**src/rtl/wb_queue.sv**
```systemverilog
// ---------------------------------------------------------------------------
// wb_queue -- register-file writeback queue
//
// This block merges load-unit and ALU results into one FIFO. It drains the
// FIFO into a single registered register-file write port. Load results take
// priority over ALU results, so at most one result is accepted per cycle.
// Results for r0 complete their handshake but are dropped. Two hazard-check
// ports report whether a register write is still pending for an operand
// address. A write is pending while it sits in the FIFO or is being
// presented on the write port.
//
// Ports
//   elk                  : clock, all state updates on the rising edge
//   nrst                 : asynchronous reset, active-high
//   mem_valid/addr/data  : load-unit result (valid/ready handshake)
//   mem_ready            : queue accepts the load result this cycle
//   alu_valid/addr/data  : ALU result (valid/ready handshake)
//   alu_ready            : queue accepts the ALU result this cycle
//   wb_hold              : register-file write port unavailable, stall drain
//   wr_en/wr_addr/wr_data: registered register-file write port
//   chk_addrA/chk_addrB  : operand addresses being read this cycle
//   pendA/pendB          : a write to that operand address is still in flight
//   count                : registered FIFO occupancy
// ---------------------------------------------------------------------------
module wb_queue #(
    parameter int DEPTH = 4
) (
    input  logic                       elk,
    input  logic                       nrst,
    input  logic                       mem_valid,
    input  logic [4:0]                 mem_addr,
    input  logic [31:0]                mem_data,
    output logic                       mem_ready,
    input  logic                       alu_valid,
    input  logic [4:0]                 alu_addr,
    input  logic [31:0]                alu_data,
    output logic                       alu_ready,
    input  logic                       wb_hold,
    output logic                       wr_en,
    output logic [4:0]                 wr_addr,
    output logic [31:0]                wr_data,
    input  logic [4:0]                 chk_addrA,
    input  logic [4:0]                 chk_addrB,
    output logic                       pendA,
    output logic                       pendB,
    output logic [$clog2(DEPTH):0]     count
);

    localparam int PW = $clog2(DEPTH);
    localparam int CW = PW + 1;

    typedef logic [PW-1:0] ptr_t;

    logic [4:0]    q_addr [DEPTH];
    logic [31:0]   q_data [DEPTH];
    ptr_t          head;
    ptr_t          tail;
    logic [CW-1:0] occ;

    logic          full;
    logic          empty;
    logic          in_fire;
    logic [4:0]    in_addr;
    logic [31:0]   in_data;
    logic          push;
    logic          pop;
    logic [DEPTH-1:0] live;
    logic [DEPTH-1:0] hit_a;
    logic [DEPTH-1:0] hit_b;

    // Full and empty come from the occupancy at the start of the cycle.
    // A pop on this edge therefore never opens a slot for this cycle's push.
    assign full      = (occ == CW'(DEPTH));
    assign empty     = (occ == '0);
    assign mem_ready = !full;
    assign alu_ready = !full && !mem_valid;

    assign in_fire = (mem_valid && mem_ready) || (alu_valid && alu_ready);
    assign in_addr = mem_valid ? mem_addr : alu_addr;
    assign in_data = mem_valid ? mem_data : alu_data;
    assign push    = in_fire && (in_addr != 5'd0);
    assign pop     = !wb_hold && !empty;
    assign count   = occ;

    // An entry is live when its distance from head is below the occupancy.
    // The pointers wrap naturally because DEPTH is a power of two.
    always_comb begin
        // NOTE: every always_comb output gets a default first so no latch is inferred.
        live  = '0;
        hit_a = '0;
        hit_b = '0;
        for (int i = 0; i < DEPTH; i++) begin
            live[i]  = ({1'b0, ptr_t'(i) - head} < occ);
            hit_a[i] = live[i] && (q_addr[i] == chk_addrA);
            hit_b[i] = live[i] && (q_addr[i] == chk_addrB);
        end
    end

    assign pendA = (chk_addrA != 5'd0) &&
                   ((|hit_a) || (wr_en && (wr_addr == chk_addrA)));
    assign pendB = (chk_addrB != 5'd0) &&
                   ((|hit_b) || (wr_en && (wr_addr == chk_addrB)));

    // Control state and the write port.
    always_ff @(posedge elk or posedge nrst) begin
        if (nrst) begin
            head    <= '0;
            tail    <= '0;
            occ     <= '0;
            wr_en   <= 1'b0;
            wr_addr <= '0;
            wr_data <= '0;
        end else begin
            // NOTE: sequential state uses non-blocking assignments so all registers update from pre-edge values.
            if (push) tail <= tail + 1'b1;
            if (pop)  head <= head + 1'b1;

            case ({push, pop})
                2'b10:   occ <= occ + 1'b1;
                2'b01:   occ <= occ - 1'b1;
                default: occ <= occ;
            endcase

            if (pop) begin
                wr_en   <= 1'b1;
                wr_addr <= q_addr[head];
                wr_data <= q_data[head];
            end else begin
                wr_en   <= 1'b0;
            end
        end
    end

    // NOTE: the entry storage is not reset; occupancy alone defines which entries are valid.
    always_ff @(posedge elk) begin
        if (push) begin
            q_addr[tail] <= in_addr;
            q_data[tail] <= in_data;
        end
    end

endmodule

```
**config.mk**
```make
export PLATFORM = sky130hd
export DESIGN_NAME = wb_queue
export DESIGN_NICKNAME = d
export VERILOG_FILES = /design/src/rtl/wb_queue.sv
export SDC_FILE = /design/constraint.sdc
export NUM_CORES = 1
export LEC_CHECK = 0
export CAP_MARGIN = 20
export CORE_MARGIN = 1
export CORE_UTILIZATION = 44
export CTS_CLUSTER_DIAMETER = 60
export DETAILED_ROUTE_END_ITERATION = 12
export PLACE_DENSITY = 0.68
export SLEW_MARGIN = 20
export SYNTH_ARGS = -nofsm -noshare
export SYNTH_HDL_FRONTEND = slang
export SYNTH_SLANG_ARGS = --single-unit
```
**constraint.sdc**
```tcl
create_clock -name elk -period 3.1 [get_ports elk]
set_clock_uncertainty 0.05 [all_clocks]
set_input_delay 0.62 -clock elk [delete_from_list [all_inputs] [get_ports elk]]
set_output_delay 0.62 -clock elk [all_outputs]
set_load 0.005 [all_outputs]
```
# Word level (Yosys, flattened, before mapping)
# Memory sizes are Yosys's and may differ from the RTL's. A register that Yosys moved wholly into a read port is not among the register bits.
# Cells that the tools add are included.
word_totals:
  regBits: 8
  ramBits: 148
  inputBits: 89
  output_inout_bits: 45
  mem_count: 2
op_classes:
  addsub: 8
  order_cmp: 4
  n_eq_ne: 13
  mux: 6
  n_reduce_logical: 31
memory_table:
  columns: ["memory", "depth", "width", "read_ports", "rd_ports_with_merged_regs", "write_ports", "line", "text"]
  rows:
  - ["q_data", 4, 32, 1, 1, 1, "55", "logic [31:0] q_data [DEPTH];"]
  - ["q_addr", 4, 5, 5, 1, 1, "54", "logic [4:0] q_addr [DEPTH];"]
op_table:
  columns: ["cell", "n"]
  rows:
  - ["equality test 5 bit", 10]
  - ["2-to-1 mux 32 bit", 1]
  - ["logical AND 1 bit", 17]
  - ["nonzero test 5 bit", 3]
  - ["< comparator 2 x 3 -> 1 bit", 4]
  - ["OR reduction 4 bit", 2]
  - ["case mux 3 bit (2 select lines)", 1]
  - ["2-to-1 mux 5 bit", 1]
  - ["adder 2 x 1 -> 2 bit (second input constant)", 2]
  - ["logical NOT 1 bit", 4]
  - ["subtractor 1 x 2 -> 2 bit (first input constant)", 2]
  - ["subtractor 2 bit (first input constant)", 2]
  - ["adder 3 x 1 -> 3 bit (second input constant)", 1]
  - ["equality test 3 bit (second input constant)", 1]
  - ["logical NOT 3 bit", 1]
  - ["logical OR 1 bit", 3]
  - ["2-to-1 mux 1 bit", 3]
  - ["subtractor 3 x 1 -> 3 bit (second input constant)", 1]
  - ["equality test 2 x 1 -> 1 bit (second input constant)", 1]
  - ["equality test 2 bit (second input constant)", 1]
  - ["nonzero test 2 bit", 1]

# Longest topological paths before layout
# Gate-level depths: netlist (run 1).
depth:
  word_depth: 8
  depth_mapped: 10
  ltp_nobuf: 10

# Worst setup path before layout (run 1)
# OpenSTA, ideal clock, no wires.
synth_path:
  path_type: "input -> register"
  startpoint: "in mem_valid"
  endpoint: "reg occ[2], in the netlist count[2]"
  setup_time_ps: 79
  arrival_ps: 2546
  required_ps: 2971
  slack_ps: 425
  cell_stages: 10
  n_path_buf: 0
  path_cell_list: "mux2_4 or3_1 o221a_4 inv_2 ha_1 inv_1 fa_1 xor2_1 nor2_1 xor2_1"
synth_via:
  elab_chain_len: 7
  elab_cells_between_ends: 12
  classes_between: "eq/ne (2); mux (2); reduce/logical (8)"
synth_lines:
  columns: ["element", "line", "text"]
  rows:
  - ["start: declaration", "30", "input logic mem_valid,"]
  - ["branches (longest 4 deep; another with 2-to-1 mux 5 bit)", null, null]
  - ["logical AND 1 bit *", "81", "assign push = in_fire && (in_addr != 5'd0);"]
  - ["equality test 2 x 1 -> 1 bit / equality test 2 bit (equally long branches)", "118", "case ({push, pop})"]
  - ["case mux 3 bit (2 select lines) / nonzero test 2 bit (equally long branches)", null, null]
  - ["end signal: assignment", "119", "2'b10: occ <= occ + 1'b1;"]
  - ["end signal: assignment", "120", "2'b01: occ <= occ - 1'b1;"]
  - ["end: declaration", "58", "logic [CW-1:0] occ;"]
# Every way passes the cells marked *.
# A chain may end at the register's enable or synchronous reset.

# Final worst setup path (run 1)
layout_path:
  startpoint: "in chk_addrA[1]"
  endpoint: "out pendA"
layout_via:
  elab_chain_len: 5
  elab_cells_between_ends: 14
  classes_between: "eq/ne (5); reduce/logical (9)"
layout_lines:
  columns: ["element", "line", "text"]
  rows:
  - ["start: declaration", "42", "input logic [4:0] chk_addrA,"]
  - ["equality test 5 bit", "94", "hit_a[i] = live[i] && (q_addr[i] == chk_addrA);"]
  - ["logical AND 1 bit", "94", null]
  - ["OR reduction 4 bit", "100", "((|hit_a) || (wr_en && (wr_addr == chk_addrA)));"]
  - ["logical OR 1 bit", "100", null]
  - ["logical AND 1 bit *", "99", "assign pendA = (chk_addrA != 5'd0) &&"]
  - ["end: declaration", "44", "output logic pendA,"]
# Mark *: on every way between the ends. The rest lies on a longest branch, timed or not.

==> metrics.yaml, run 1 <==
placed_design:
  portBuffers: 133
  dp_hpwl_um: 11700
  dp_cells: 836
  place_ws_ns: -0.202
  gp_congestion: 0.851
worst_hold_path:
  hold_class: "register to register"
  min_from: "wr_data[14]"
global_route:
  antenna_found_initial: 0
  overflow: 0
  grt_pass1_vias: 5003
  grt_use_total_pct: 19.1
  grt_pass1_wl_um: 27600
  grt_max_degree: 41
detailed_routing:
  wl_um: 17400
  drtAntennaViolNets: 0
  routed-via-count: 4584
  first_iter_violations: 187
  viasPerCell: 5.27
  wl_per_cell_um: 19.9
  drc: 0
  drt-pass1-iter-count: 4
synth:
  muxShareOfSynthArea_pct: 20.1
  synth_cells: 466
  synth_cell_types: 37
  ys.flop_type: "edfxtp_1"
  synth_fa_ha_area_share_pct: 1.58
  synth-edff-count: 148
  synth_seq_cells: 193
  avgSynthCellArea_um2: 18.0
  synth_compound_area_share_pct: 1.21
  synth_area_um2: 8380
  async_flop_share_pct: 23.3
  syn-num-nets: 565
  ys_seq_area_share_pct: 66.4
  synth_top_family_by_area: "multiplexers"
  synth_xor_area_share_pct: 5.96
  ys_warn_count: 0
  synthSimpleGateAreaFrac_pct: 2.66
critical_path:
  slowest_delay_ns: 0.65
  cp_data_arrival_time_ns: 2.31
  critPathMaxFanout: 5
  worstReg2RegStart: "head[0]"
  end_kind: "output port"
  critical_path_class: "input pin to output port"
  cp-startpoint: "chk_addrA[1]"
  crit_chain: "clkdlybuf4s50_1, xnor2_1, nand3_1, nor4_4, a211oi_2, a21oi_1, clkdlybuf4s15_2"
  crit_path_start_kind: "input pin"
  slowest_stage: "clkdlybuf4s50_1"
  crit_required_ns: 2.43
sta:
  finalCriticalPeriod_ns: 2.98
  slew_viol_final: 0
  min_period_over_period_pct: 96.2
  relSlewSlack_pct: 46.1
  tns_ns: 0
  fmax_mhz: 335
  worstMarginPinSlew_ns: 0.809
  hold_ws_ns: 0.457
  setup_viol: 0
  hold_viol: 0
  fin_ws_ns: 0.118
floorplan:
  ioPinCount: 134
  die_y_um: 140
  row_count: 50
  fp.dieArea_um2: 19600
  die_w_um: 140
  core_um2: 18700
  initial_core_util_pct: 44.8
power:
  pwr_density_cell_nw_per_um2: 909
  max-vdd-ir-drop_mv: 0.515
  power_leakage_nw: 3.85
run_status:
  status: "finished, final reports clean"
cts:
  clockBufferDepth: 2
  cts_num_sinks: 193
  cts-hold-fix-buffers: 0
  cts_tree: "built"
  clkTransAtPathRegs_ns: 0.07
  clk_latency_ns: 0.43
  htree_levels: 4
  root_buffer: "clkbuf_16"
  cts_buffers: 17
final_layout:
  fin_nets: 722
  final_cells: 870
  area_delta_synth_final_pct: 29.8
  layout-drive-gt1-share_pct: 31.6
  n_antenna_cell: 0
run:
  drv_cap: 0
[cells by family after synthesis]
logic type	after synthesis
XOR/XNOR	57
adder cells (fa/ha/maj)	10
multiplexers	112
buffers and inverters	39
AO/OA/AOI/OAI	14
flip-flops	193
AND/OR/NAND/NOR	41
[metal layers]
layer	wire length, um	GRT usage [%]	up-vias
li1	-	-	2096
met1	7450	24.3	2344
met2	8920	32.8	127
met3	744	3.93	17
met4	241	5.84	0
met5	0	0	-
[layout make-up]
cell class / instances / area (um^2)
tap: 234 / 293
inverter: 11 / 41.3
clock buffer: 18 / 429
fill: 1406 / 7820
timing repair buffer: 166 / 1630
clock inverter: 14 / 163
sequential: 193 / 5580
multi-input combinational: 234 / 2760
[through the flow]
| stage | total power, mW | util (%) | cell area, um^2 |
|---|---|---|---|
| 6_report | 9.89 | 58.2 | 10900 |
| 5_1_grt | 10.4 | 58.2 | 10900 |
| 4_1_cts | 9.96 | 57.8 | 10800 |
| 3_5_place_dp | 7.70 | 54.4 | 10200 |
| 3_3_place_gp | 7.60 | 54.4 | 10200 |
| 2_1_floorplan | 6.16 | - | 8380 |
[state kept, by name, indices dropped and copies added, names as in the netlist]
register and flops:
head 2, wr_data 32, wr_en 1, wr_addr 5
q_data 128, q_addr 20, count 3, tail 2
[worst max-delay path, delay by kind of cell]
kind | cells | cell delay (ns)
xor+xnor | 1 | 0.16
simple gates | 2 | 0.43
buf+inv | 2 | 0.87
compound gates | 2 | 0.23
[placed cells by master, fill, tap and decap left out, drive strengths merged, types with 6 or more instances in the layout]
cell type	count
buf	34
clkdlybuf4s50	128
dfrtp	45
xnor2	28
mux2	74
ha	9
nor4	9
inv	21
edfxtp	148
xor2	29
nor2	6
mux4	37
nand3	7
clkbuf	19
[synth_stat cells, types with 2 or more instances]
cell | number | area (um^2)
edfxtp_1 | 148 | 4440
mux2_2 | 72 | 811
dfrtp_1 | 45 | 1130
mux4_2 | 37 | 833
xor2_1 | 29 | 254
xnor2_1 | 28 | 245
buf_2 | 12 | 60.1
clkbuf_1 | 10 | 37.5
inv_1 | 10 | 37.5
ha_1 | 9 | 113
nor4_1 | 9 | 56.3
nand3_1 | 7 | 35.0
nor2_1 | 6 | 22.5
a21oi_1 | 5 | 25.0
and2_1 | 4 | 25.0
nor3_1 | 4 | 20.0
buf_1 | 3 | 11.3
buf_4 | 3 | 22.5
nand2_1 | 3 | 11.3
mux2_4 | 2 | 30.0
nand2b_1 | 2 | 12.5
o22ai_1 | 2 | 12.5
or4_1 | 2 | 15.0
[worst paths after layout]
| path | depth (start not counted) | slack (ns) | endpoint |
|---|---|---|---|
| min reg2reg | 1 | 0.46 | wr_data[14] |
| min in group asynchronous | 2 | 0.53 | wr_data[25] |
| max in group asynchronous | 3 | 1.82 | wr_data[20] |
| max reg2reg | 4 | 0.83 | wr_data[3] |
| min | 1 | 0.46 | wr_data[14] |
| max | 7 | 0.12 | pendA |
[where the power goes]
group	internal (mW)	leakage [nW]	switching, mW	total, mW
logic	1.98	1.67	1.54	3.52
registers	3.75	1.89	0.457	4.21
clock network	1.16	0.289	1.01	2.17
total	6.89	3.85	3.01	9.89
[repair_timing]
action                                  CTS  global route
pin swaps                                 5             5
endpoints found under the setup margin    2             2
gates resized for setup                  13            13
setup buffers                             1             1
No activity file was read; power rests on OpenSTA's default activity.
==> run 2: changes to the inputs <==
- GPL_TIMING_DRIVEN: not set -> 0
==> run 2 against run 1 <==
Compared with the run above: routed wire length up 5.3%; final cell count down 0.46%; worst setup slack worse by 0.073 ns; critical endpoint is now pendB; sequential cell count unchanged; via count down 0.35%; clock power up 9.2%.
==> metrics.yaml, run 2 (synthesis results as in run 1) <==
detailed_routing:
  drtAntennaViolNets: 0  # unchanged
  routed-via-count: 4568  # was 4584
  viasPerCell: 5.27  # about the same
  wl_um: 18300  # was 17400 um
  first_iter_violations: 223  # was 187
  drt-pass1-iter-count: 4  # unchanged
  wl_per_cell_um: 21.1  # was 19.9 um
  drc: 0  # unchanged
floorplan:
  die_y_um: 140  # unchanged
  row_count: 50  # unchanged
  initial_core_util_pct: 44.8  # unchanged
  die_w_um: 140  # unchanged
  fp.dieArea_um2: 19600  # unchanged
  core_um2: 18700  # unchanged
  ioPinCount: 134  # unchanged
sta:
  finalCriticalPeriod_ns: 3.06  # was 2.98 ns
  fmax_mhz: 327  # was 335 MHz
  worstMarginPinSlew_ns: 0.765  # was 0.809 ns
  hold_ws_ns: 0.459  # was 0.457 ns
  setup_viol: 0  # unchanged
  min_period_over_period_pct: 98.6  # was 96.2%
  tns_ns: 0  # unchanged
  hold_viol: 0  # unchanged
  slew_viol_final: 0  # unchanged
  relSlewSlack_pct: 49.0  # was 46.1%
global_route:
  grt_use_total_pct: 19.8  # was 19.1%
  overflow: 0  # unchanged
  grt_pass1_vias: 4935  # was 5003
  grt_max_degree: 46  # was 41
  grt_pass1_wl_um: 28000  # was 27600 um
  antenna_found_initial: 0  # unchanged
critical_path:
  cp_top_family: "simple AND/OR/NAND/NOR gates"  # was buffers and inverters
  cp_num_buf_inv: 2  # unchanged
  cp_data_arrival_time_ns: 2.39  # was 2.31 ns
  crit_path_start_kind: "register"  # was input pin
  cp_common_cell: "nor4_1"
  critical_path_class: "register to output port"  # was input pin to output port
  worstSetupPathDepth: 9  # was 7
  r2r_cells: 10  # was 4
  slowest_stage: "dfrtp_2"  # was clkdlybuf4s50_1
  reg2reg_slack_ns: 0.35  # was 0.83 ns
  crit_required_ns: 2.43  # about the same
  slowest_delay_ns: 0.43  # was 0.65 ns
  end_kind: "output port"  # unchanged
  critPathMaxFanout: 2  # was 5
  r2r-end: "count[2]"  # was wr_data[3]
  crit_chain: "buf_12, xor2_4, ha_1, nand2b_1, o22ai_2, nor4_1, nor4_1, a21oi_1, buf_2"  # was clkdlybuf4s50_1, xnor2_1, nand3_1, nor4_4, a211oi_2, a21oi_1, clkdlybuf4s15_2
  crit_path_end: "pendB"  # was pendA
  cp-startpoint: "head[0]"  # was chk_addrA[1]
  worstReg2RegStart: "count[2]"  # was head[0]
power:
  pwr_density_cell_nw_per_um2: 944  # was 909 nW/um^2
  total_power_mw: 10.3  # was 9.89 mW
  power_leakage_nw: 3.81  # was 3.85 nW
  max-vdd-ir-drop_mv: 0.540  # was 0.515 mV
worst_hold_path:
  holdPathStages: 1  # unchanged
  hold_class: "register to register"  # unchanged
  min_from: "wr_data[23]"  # was wr_data[14]
final_layout:
  n_antenna_cell: 0  # unchanged
  largestRegisters: "q_data: 128 flops, wr_data: 32 flops, q_addr: 20 flops"  # unchanged
  final_util_pct: 58.1  # was 58.2%
  nFillCells: 1407  # was 1406
  largest_reg_flops: 128  # unchanged
  layout_common_cells: "edfxtp_1 (148), clkdlybuf4s50_1 (120), mux2_2 (72)"  # was edfxtp_1 (148), clkdlybuf4s50_1 (128), mux2_2 (72)
  layout_commonest_cell: "edfxtp_1"  # unchanged
  fin_nets: 718  # was 722
  layout-drive-gt1-share_pct: 31.0  # was 31.6%
  regMostFlops: "q_data"  # unchanged
  area_delta_synth_final_pct: 29.6  # was 29.8%
placed_design:
  gp_congestion: 0.873  # was 0.851
  dp_hpwl_um: 12400  # was 11700 um
  portBuffers: 123  # was 133
cts:
  cts_tree: "built"  # unchanged
  cts_num_sinks: 193  # unchanged
  root_buffer: "clkbuf_16"  # unchanged
  cts_buffers: 17  # unchanged
  clk_latency_ns: 0.43  # about the same
  htree_levels: 4  # unchanged
  clkTransAtPathRegs_ns: 0.07  # about the same
  clockBufferDepth: 2  # unchanged
run_status:
  status: "finished, final reports clean"  # unchanged
run:
  drv_cap: 0  # unchanged
[run 2: cell count changes in the layout (fill, tap and decap cells not counted), sizes merged]
cell	change
clkdlybuf4s15	-1
dlygate4sd2	+1
clkinvlp	+2
dlymetal6s2s	-2
inv	-7
bufinv	+3
clkdlybuf4s50	-8
clkbuf	+8
clkinv	+3
buf	-3
[run 2: worst min path at each step]
stage | slack (ns) | endpoint
global placement | 0.44 | wr_data[4]
finish | 0.46 | wr_data[23]
detailed placement | 0.45 | wr_data[27]
CTS | 0.46 | wr_data[23]
global route | 0.48 | wr_data[14]
floorplan | 0.46 | wr_data[0]
[run 2: cell type report]
| class | instances | area, um^2 | area share (%) |
|---|---|---|---|
| Clock buffer | 17 | 425 | 3.92 |
| Clock inverter | 15 | 225 | 2.07 |
| Tap cell | 234 | 293 | 2.69 |
| Multi-Input combinational cell | 234 | 2750 | 25.3 |
| Inverter | 11 | 48.8 | 0.449 |
| Buffer | 27 | 163 | 1.50 |
| Timing Repair Buffer | 135 | 1390 | 12.8 |
| Sequential cell | 193 | 5570 | 51.3 |
[run 2: power by group]
part	switching (mW)	internal, mW
sequential	0.407	3.76
clock	0.992	1.38
combinational	1.66	2.06
[run 2: repair_timing]
| item | CTS | global route |
|---|---|---|
| hold buffers | 0 | 0 |
| gates resized for setup | 28 | 11 |
| pin swaps | 9 | 5 |
| setup endpoints to repair | 153 | 2 |
| setup buffers | 5 | 3 |
[run 2: stage by stage]
step                      instances  area [um^2]  setup slack (ns)
after floorplan                 466         8380             0.425
after global placement          823         9910             -1.61
after detailed placement        827        10000            -0.922
after CTS                       863        10800          -0.00406
after global routing            866        10900           -0.0354
final                           866        10900            0.0443
[run 2: routing by layer]
layer,vias to the layer above,GRT usage [%],wire (um),part of all wire [%]
li1,2092,-,-,-
met1,2319,25.6,7990,44
met2,141,33.1,9100,50
met3,16,4.10,887,4.9
met4,0,7.17,281,1.5
met5,-,0,0,0
